### src/rtl/fwd_hazard_ctrl.sv
// Forwarding / hazard controller for a 5-stage RV64 pipeline.
// Keeps a shadow copy of the register tags in ID/EX, EX/MEM and MEM/WB.
// From these tags it drives the EX operand-mux selects, the load-use stall,
// the pipeline bubbles and flushes, and a saturating stall-cycle counter.
module fwd_hazard_ctrl #(
  parameter int REG_AW = 5,
  parameter int CNT_W  = 32
) (
  input  logic              clk,
  input  logic              rst_n,
  input  logic              id_valid,
  input  logic [REG_AW-1:0] id_rs1,
  input  logic [REG_AW-1:0] id_rs2,
  input  logic              id_use_rs1,
  input  logic              id_use_rs2,
  input  logic [REG_AW-1:0] id_rd,
  input  logic              id_reg_write,
  input  logic              id_mem_read,
  input  logic              ex_redirect,
  input  logic              mem_busy,
  output logic [1:0]        fwd_a_sel,
  output logic [1:0]        fwd_b_sel,
  output logic              stall_if_id,
  output logic              flush_if_id,
  output logic              flush_id_ex,
  output logic [CNT_W-1:0]  stall_cnt
);

  // Mux select encoding shared by both EX operand muxes.
  localparam logic [1:0] SEL_RF  = 2'b00;
  localparam logic [1:0] SEL_WB  = 2'b01;
  localparam logic [1:0] SEL_MEM = 2'b10;

  // ID/EX shadow
  logic              ex_v_q,   ex_v_d;
  logic [REG_AW-1:0] ex_rs1_q, ex_rs1_d;
  logic [REG_AW-1:0] ex_rs2_q, ex_rs2_d;
  logic              ex_u1_q,  ex_u1_d;
  logic              ex_u2_q,  ex_u2_d;
  logic [REG_AW-1:0] ex_rd_q,  ex_rd_d;
  logic              ex_rw_q,  ex_rw_d;
  logic              ex_mr_q,  ex_mr_d;
  // EX/MEM shadow
  logic              mem_v_q,  mem_v_d;
  logic [REG_AW-1:0] mem_rd_q, mem_rd_d;
  logic              mem_rw_q, mem_rw_d;
  // MEM/WB shadow
  logic              wb_v_q,   wb_v_d;
  logic [REG_AW-1:0] wb_rd_q,  wb_rd_d;
  logic              wb_rw_q,  wb_rw_d;
  // Performance counter
  logic [CNT_W-1:0]  stall_cnt_q, stall_cnt_d;

  logic advance;
  logic load_use;
  logic mem_fwd_ok;
  logic wb_fwd_ok;
  logic stall_raw;
  logic flush_if_raw;
  logic flush_ex_raw;

  assign advance = !mem_busy;

  // Producers in MEM / WB that can legally supply a value (never x0).
  assign mem_fwd_ok = mem_v_q && mem_rw_q && (mem_rd_q != '0);
  assign wb_fwd_ok  = wb_v_q  && wb_rw_q  && (wb_rd_q  != '0);

  // A load in EX whose destination is read by the instruction in ID.
  always_comb begin
    load_use = 1'b0;
    if (ex_v_q && ex_mr_q && (ex_rd_q != '0) && id_valid) begin
      load_use = (id_use_rs1 && (id_rs1 == ex_rd_q)) ||
                 (id_use_rs2 && (id_rs2 == ex_rd_q));
    end
  end

  // Per-operand forwarding select: MEM has the younger value, so it wins over WB.
  logic [REG_AW-1:0] ex_rs_w  [2];
  logic              ex_use_w [2];
  logic [1:0]        sel_w    [2];

  assign ex_rs_w[0]  = ex_rs1_q;
  assign ex_rs_w[1]  = ex_rs2_q;
  assign ex_use_w[0] = ex_u1_q;
  assign ex_use_w[1] = ex_u2_q;

  generate
    for (genvar gi = 0; gi < 2; gi++) begin : g_fwd
      // Select source for operand gi from the shadow tags only.
      always_comb begin
        sel_w[gi] = SEL_RF;
        if (ex_use_w[gi] && mem_fwd_ok && (mem_rd_q == ex_rs_w[gi])) begin
          sel_w[gi] = SEL_MEM;
        end else if (ex_use_w[gi] && wb_fwd_ok && (wb_rd_q == ex_rs_w[gi])) begin
          sel_w[gi] = SEL_WB;
        end
      end
    end
  endgenerate

  assign fwd_a_sel = sel_w[0];
  assign fwd_b_sel = sel_w[1];

  // Control priority: memory freeze, then redirect (wrong-path hazards are moot), then load-use.
  always_comb begin
    stall_raw    = 1'b0;
    flush_if_raw = 1'b0;
    flush_ex_raw = 1'b0;
    if (mem_busy) begin
      stall_raw    = 1'b1;
    end else if (ex_redirect) begin
      flush_if_raw = 1'b1;
      flush_ex_raw = 1'b1;
    end else if (load_use) begin
      stall_raw    = 1'b1;
      flush_ex_raw = 1'b1;
    end
  end

  // Control outputs are forced low while reset is asserted, independent of the clock.
  assign stall_if_id = stall_raw    && rst_n;
  assign flush_if_id = flush_if_raw && rst_n;
  assign flush_id_ex = flush_ex_raw && rst_n;
  assign stall_cnt   = stall_cnt_q;

  // Shadow pipeline next state: shift on advance, hold everything on a memory freeze.
  always_comb begin
    ex_v_d   = ex_v_q;
    ex_rs1_d = ex_rs1_q;
    ex_rs2_d = ex_rs2_q;
    ex_u1_d  = ex_u1_q;
    ex_u2_d  = ex_u2_q;
    ex_rd_d  = ex_rd_q;
    ex_rw_d  = ex_rw_q;
    ex_mr_d  = ex_mr_q;
    mem_v_d  = mem_v_q;
    mem_rd_d = mem_rd_q;
    mem_rw_d = mem_rw_q;
    wb_v_d   = wb_v_q;
    wb_rd_d  = wb_rd_q;
    wb_rw_d  = wb_rw_q;
    if (advance) begin
      wb_v_d   = mem_v_q;
      wb_rd_d  = mem_rd_q;
      wb_rw_d  = mem_rw_q;
      mem_v_d  = ex_v_q;
      mem_rd_d = ex_rd_q;
      mem_rw_d = ex_rw_q;
      // A bubble or a flushed wrong-path instruction enters EX as invalid.
      ex_v_d   = id_valid && !load_use && !ex_redirect;
      ex_rs1_d = id_rs1;
      ex_rs2_d = id_rs2;
      ex_u1_d  = id_use_rs1;
      ex_u2_d  = id_use_rs2;
      ex_rd_d  = id_rd;
      ex_rw_d  = id_reg_write;
      ex_mr_d  = id_mem_read;
    end
  end

  // Stall counter next state: count stalled cycles, stick at all-ones.
  always_comb begin
    stall_cnt_d = stall_cnt_q;
    if (stall_if_id && (stall_cnt_q != '1)) begin
      stall_cnt_d = stall_cnt_q + 1'b1;
    end
  end

  // State registers with asynchronous clear.
  always_ff @(posedge clk or negedge rst_n) begin
    if (!rst_n) begin
      ex_v_q      <= 1'b0;
      ex_rs1_q    <= '0;
      ex_rs2_q    <= '0;
      ex_u1_q     <= 1'b0;
      ex_u2_q     <= 1'b0;
      ex_rd_q     <= '0;
      ex_rw_q     <= 1'b0;
      ex_mr_q     <= 1'b0;
      mem_v_q     <= 1'b0;
      mem_rd_q    <= '0;
      mem_rw_q    <= 1'b0;
      wb_v_q      <= 1'b0;
      wb_rd_q     <= '0;
      wb_rw_q     <= 1'b0;
      stall_cnt_q <= '0;
    end else begin
      ex_v_q      <= ex_v_d;
      ex_rs1_q    <= ex_rs1_d;
      ex_rs2_q    <= ex_rs2_d;
      ex_u1_q     <= ex_u1_d;
      ex_u2_q     <= ex_u2_d;
      ex_rd_q     <= ex_rd_d;
      ex_rw_q     <= ex_rw_d;
      ex_mr_q     <= ex_mr_d;
      mem_v_q     <= mem_v_d;
      mem_rd_q    <= mem_rd_d;
      mem_rw_q    <= mem_rw_d;
      wb_v_q      <= wb_v_d;
      wb_rd_q     <= wb_rd_d;
      wb_rw_q     <= wb_rw_d;
      stall_cnt_q <= stall_cnt_d;
    end
  end

endmodule
### config.mk
export PLATFORM = sky130hd
export DESIGN_NAME = fwd_hazard_ctrl
export DESIGN_NICKNAME = d
export VERILOG_FILES = /design/src/rtl/fwd_hazard_ctrl.sv
export SDC_FILE = /design/constraint.sdc
export NUM_CORES = 1
export LEC_CHECK = 0
export CORE_MARGIN = 4
export CORE_UTILIZATION = 44
export CTS_CLUSTER_DIAMETER = 150
export CTS_CLUSTER_SIZE = 25
export DETAILED_ROUTE_END_ITERATION = 8
export PLACE_DENSITY_LB_ADDON = 0.05
export SYNTH_ARGS = -nofsm -noshare
export SYNTH_HDL_FRONTEND = slang
export SYNTH_SLANG_ARGS = --single-unit
### constraint.sdc
create_clock -name clk -period 6.5 [get_ports clk]
set_clock_uncertainty 0.1 [all_clocks]
set_input_delay 1.95 -clock clk [delete_from_list [all_inputs] [get_ports clk]]
set_output_delay 1.95 -clock clk [all_outputs]
set_load 0.02 [all_outputs]
==> summary.txt <==
Status
  • Outcome: complete, no violations

Die
  • I/O Pins: 63
  • Die extent in y: 94 um
  • DIE WIDTH: 94 um
  • Core area: 7214 sq um
  • Initial core utilization: 45.11%
  • Die area: 8836 sq um
  • Row cnt: 31

Run
  • Max-cap viol count: 0

Clock tree
  • CTS tree: yes
  • CTS sink count: 66
  • Worst-path clk slew: 0.07 ns
  • CTS Buffer Depth: 2
  • CTS buffer count: 9
  • Post-CTS resize count: 0
  • CTS root buffer: clkbuf_8
  • H-tree levels: 3
  • Worst-skew pair later-pin latency: 0.34 ns
  • Hold Buf Count CTS: 0
  • Post-CTS Setup Bufs: 0

Finish
  • Fill count: 652
  • Commonest non-fill, non-tap cell in the layout: dfrtp_1
  • # nets final: 370
  • Area of the multi-input gates: 1546 sq um
  • Post-Layout Cell Count: 449
  • Share of cells above drive strength 1: 16.00%
  • Most frequent cells in the layout: dfrtp_1, clkdlybuf4s50_1, xnor2_1
  • Final Util: 58.00%
  • Finished Cell Area: 4184 sq um
  • Layout area overhead: 28.57%
  • Storage cell area: 1652 sq um
  • Antenna diodes: 0

Drt
  • Vias: 2341
  • Vias per Instance: 5.214
  • WL per Instance: 15.77 um
  • Pre-antenna DRT Iters: 4
  • DR DRC count: 0
  • Routed Antenna Nets: 0
  • DR iter-0 viols: 74
  • Routed WL: 7.081 mm

Worst setup path
  • Critical path type: in2out
  • Req. time, crit path: 4.45 ns
  • CP cell instances: clkdlybuf4s50_1 -> xnor2_1 -> nand4_1 -> o22ai_1 -> a21oi_1 -> nor3b_1 -> clkdlybuf4s50_1
  • Most numerous cell on the critical path: clkdlybuf4s50_1
  • Critical path's slowest cell: clkdlybuf4s50_1
  • CP arrival: 3.89 ns
  • Crit path launch type: primary input
  • CP Capture Type: output pin
  • CP Max Fanout: 2
  • CP max stage delay: 0.64 ns

GRT
  • Antenna violations before repair: 0
  • First-pass GRT wire length: 11.80 mm
  • Gr usage total: 17.08%
  • Largest net degree at the start of global routing: 63
  • Vias in the first global route: 2364
  • GRT overflow: 0

Timing
  • Final period util: 91.37%
  • Final worst slack: 0.5607 ns
  • Measured slew at the worst slew-check pin: 0.7828 ns
  • Min Tclk post-route: 5.939 ns
  • Final hold vios: 0
  • Setup TNS: 0 ns
  • Peak Freq: 168.4 MHz
  • Max Slew Vio Count: 0
  • # setup viols final: 0
  • RSZ-0062 raised after global routing: false
  • Max_slew headroom: 47.81%
  • Hold Slack: 0.3991 ns

Worst hold path
  • Worst min-delay path category: reg2reg

Logic synthesis
  • Post-synthesis sequential area ratio: 50.75%
  • Post-Syn Area: 3254 sq um
  • EDFF count, synth: 0
  • Yosys reg bits: 66
  • Async S/R FF share, synth: 100.0%
  • Count of different cell masters after synthesis: 31
  • Ys flop type: dfrtp_1
  • Post-Synthesis Cells: 277
  • YS warnings: 0
  • Syn avg cell area: 11.75 sq um
  • Post-Syn Nets: 302

Power
  • Clk pwr share: 32.9%
  • Sw Share: 28.17%
  • IR Drop Worst-Case VDD: 0.0001598 V
  • Tot Pwr: 1.065 mW
  • P_sw: 300.0 uW
  • Seq pwr share: 48.5%
  • Internal: 764.8 uW
  • Comb pwr share: 18.6%
  • Leak: 1.683 nW
  • Pwr Density: 254.5 nW/um^2

Place
  • Placed cells: 433
  • Pre-CTS WS: 0.5651 ns
  • Number of port buffers: 62
  • Final Wtd Congestion: 0.7983
  • HPWL Detailed: 5.062 mm
  • Cell Area, Placed: 3979 sq um
==> power by group through the flow <==
stage / logic (mW) / clock network (mW) / registers, mW
final: 0.198 / 0.350 / 0.517
after global routing: 0.215 / 0.378 / 0.524
after CTS: 0.201 / 0.364 / 0.517
after detailed placement: 0.200 / 0 / 0.525
after global placement: 0.198 / 0 / 0.524
after floorplan: 0.104 / 0 / 0.528
==> critical path, delay by kind of cell <==
| family | cells | cell delay, ns |
|---|---|---|
| xor+xnor | 1 | 0.13 |
| simple gates | 2 | 0.30 |
| compound gates | 2 | 0.37 |
| buf+inv | 2 | 1.13 |
==> area by class of cell <==
cell class                      count  share of cell area, %
Sequential cell                    66                  39.47
Multi-Input combinational cell    199                  36.96
Timing Repair Buffer               66                  15.43
Clock buffer                       12                  3.708
Tap cell                           99                  2.961
Clock inverter                      4                  1.196
Inverter                            3                 0.2691
==> logic make-up (layout without fill, tap and decap cells) <==
kind of cell / count (synthesis) / after routing / synth area share [%]
flops: 66 / 66 / 50.75
fa+ha+maj: 1 / 1 / 0.3844
xor+xnor: 61 / 61 / 16.42
simple gates: 95 / 95 / 17.03
compound gates: 8 / 8 / 1.922
mux: 34 / 34 / 11.76
buf+inv: 12 / 85 / 1.730
==> cells in the mapped netlist, drive strengths merged (3+ instances only) <==
| cell type | instances | area (sq um) |
|---|---|---|
| nor3b | 3 | 22.52 |
| xnor2 | 51 | 446.7 |
| xor2 | 10 | 87.58 |
| nand2 | 14 | 52.55 |
| buf | 4 | 26.27 |
| clkbuf | 5 | 18.77 |
| nor4 | 3 | 33.78 |
| and3 | 13 | 81.33 |
| dfrtp | 66 | 1652 |
| or4 | 4 | 30.03 |
| inv | 3 | 11.26 |
| mux2 | 34 | 382.9 |
| nor3 | 9 | 45.04 |
| o211ai | 3 | 22.52 |
| nor2 | 3 | 11.26 |
| nand3 | 19 | 95.09 |
| nand4 | 21 | 131.4 |
==> path summary, 6_finish.rpt <==
path	startpoint	endpoint	slack, ns	cells after the start
worst max register to register	stall_cnt[0]	stall_cnt[1]	3.85	7
worst min-delay path	stall_cnt[19]	stall_cnt[19]	0.40	1
worst min register to register	stall_cnt[19]	stall_cnt[19]	0.40	1
min in group asynchronous	rst_n	ex_mr_q	1.35	1
worst max-delay path	id_rs2[4]	flush_id_ex	0.56	7
max in group asynchronous	rst_n	mem_rd_q[3]	3.93	2
==> per-layer routing <==
metal / vias to the layer above / wire length (um) / GRT usage (%)
met1: 1150 / 3703 / 24.91
met3: 9 / 323 / 4.968
met2: 48 / 2955 / 23.95
met4: 0 / 99 / 6.258
met5: - / 0 / 0
li1: 1134 / - / -
==> flip-flops by register name, indices dropped and copies added (netlist names) <==
name	cells
ex_mr_q	1
ex_rd_q	5
ex_rs1_q	5
ex_rs2_q	5
ex_rw_q	1
ex_u1_q	1
ex_u2_q	1
ex_v_q	1
mem_rd_q	5
mem_rw_q	1
mem_v_q	1
stall_cnt	32
wb_rd_q	5
wb_rw_q	1
wb_v_q	1
Note: power is estimated with default switching activity, not from simulation.
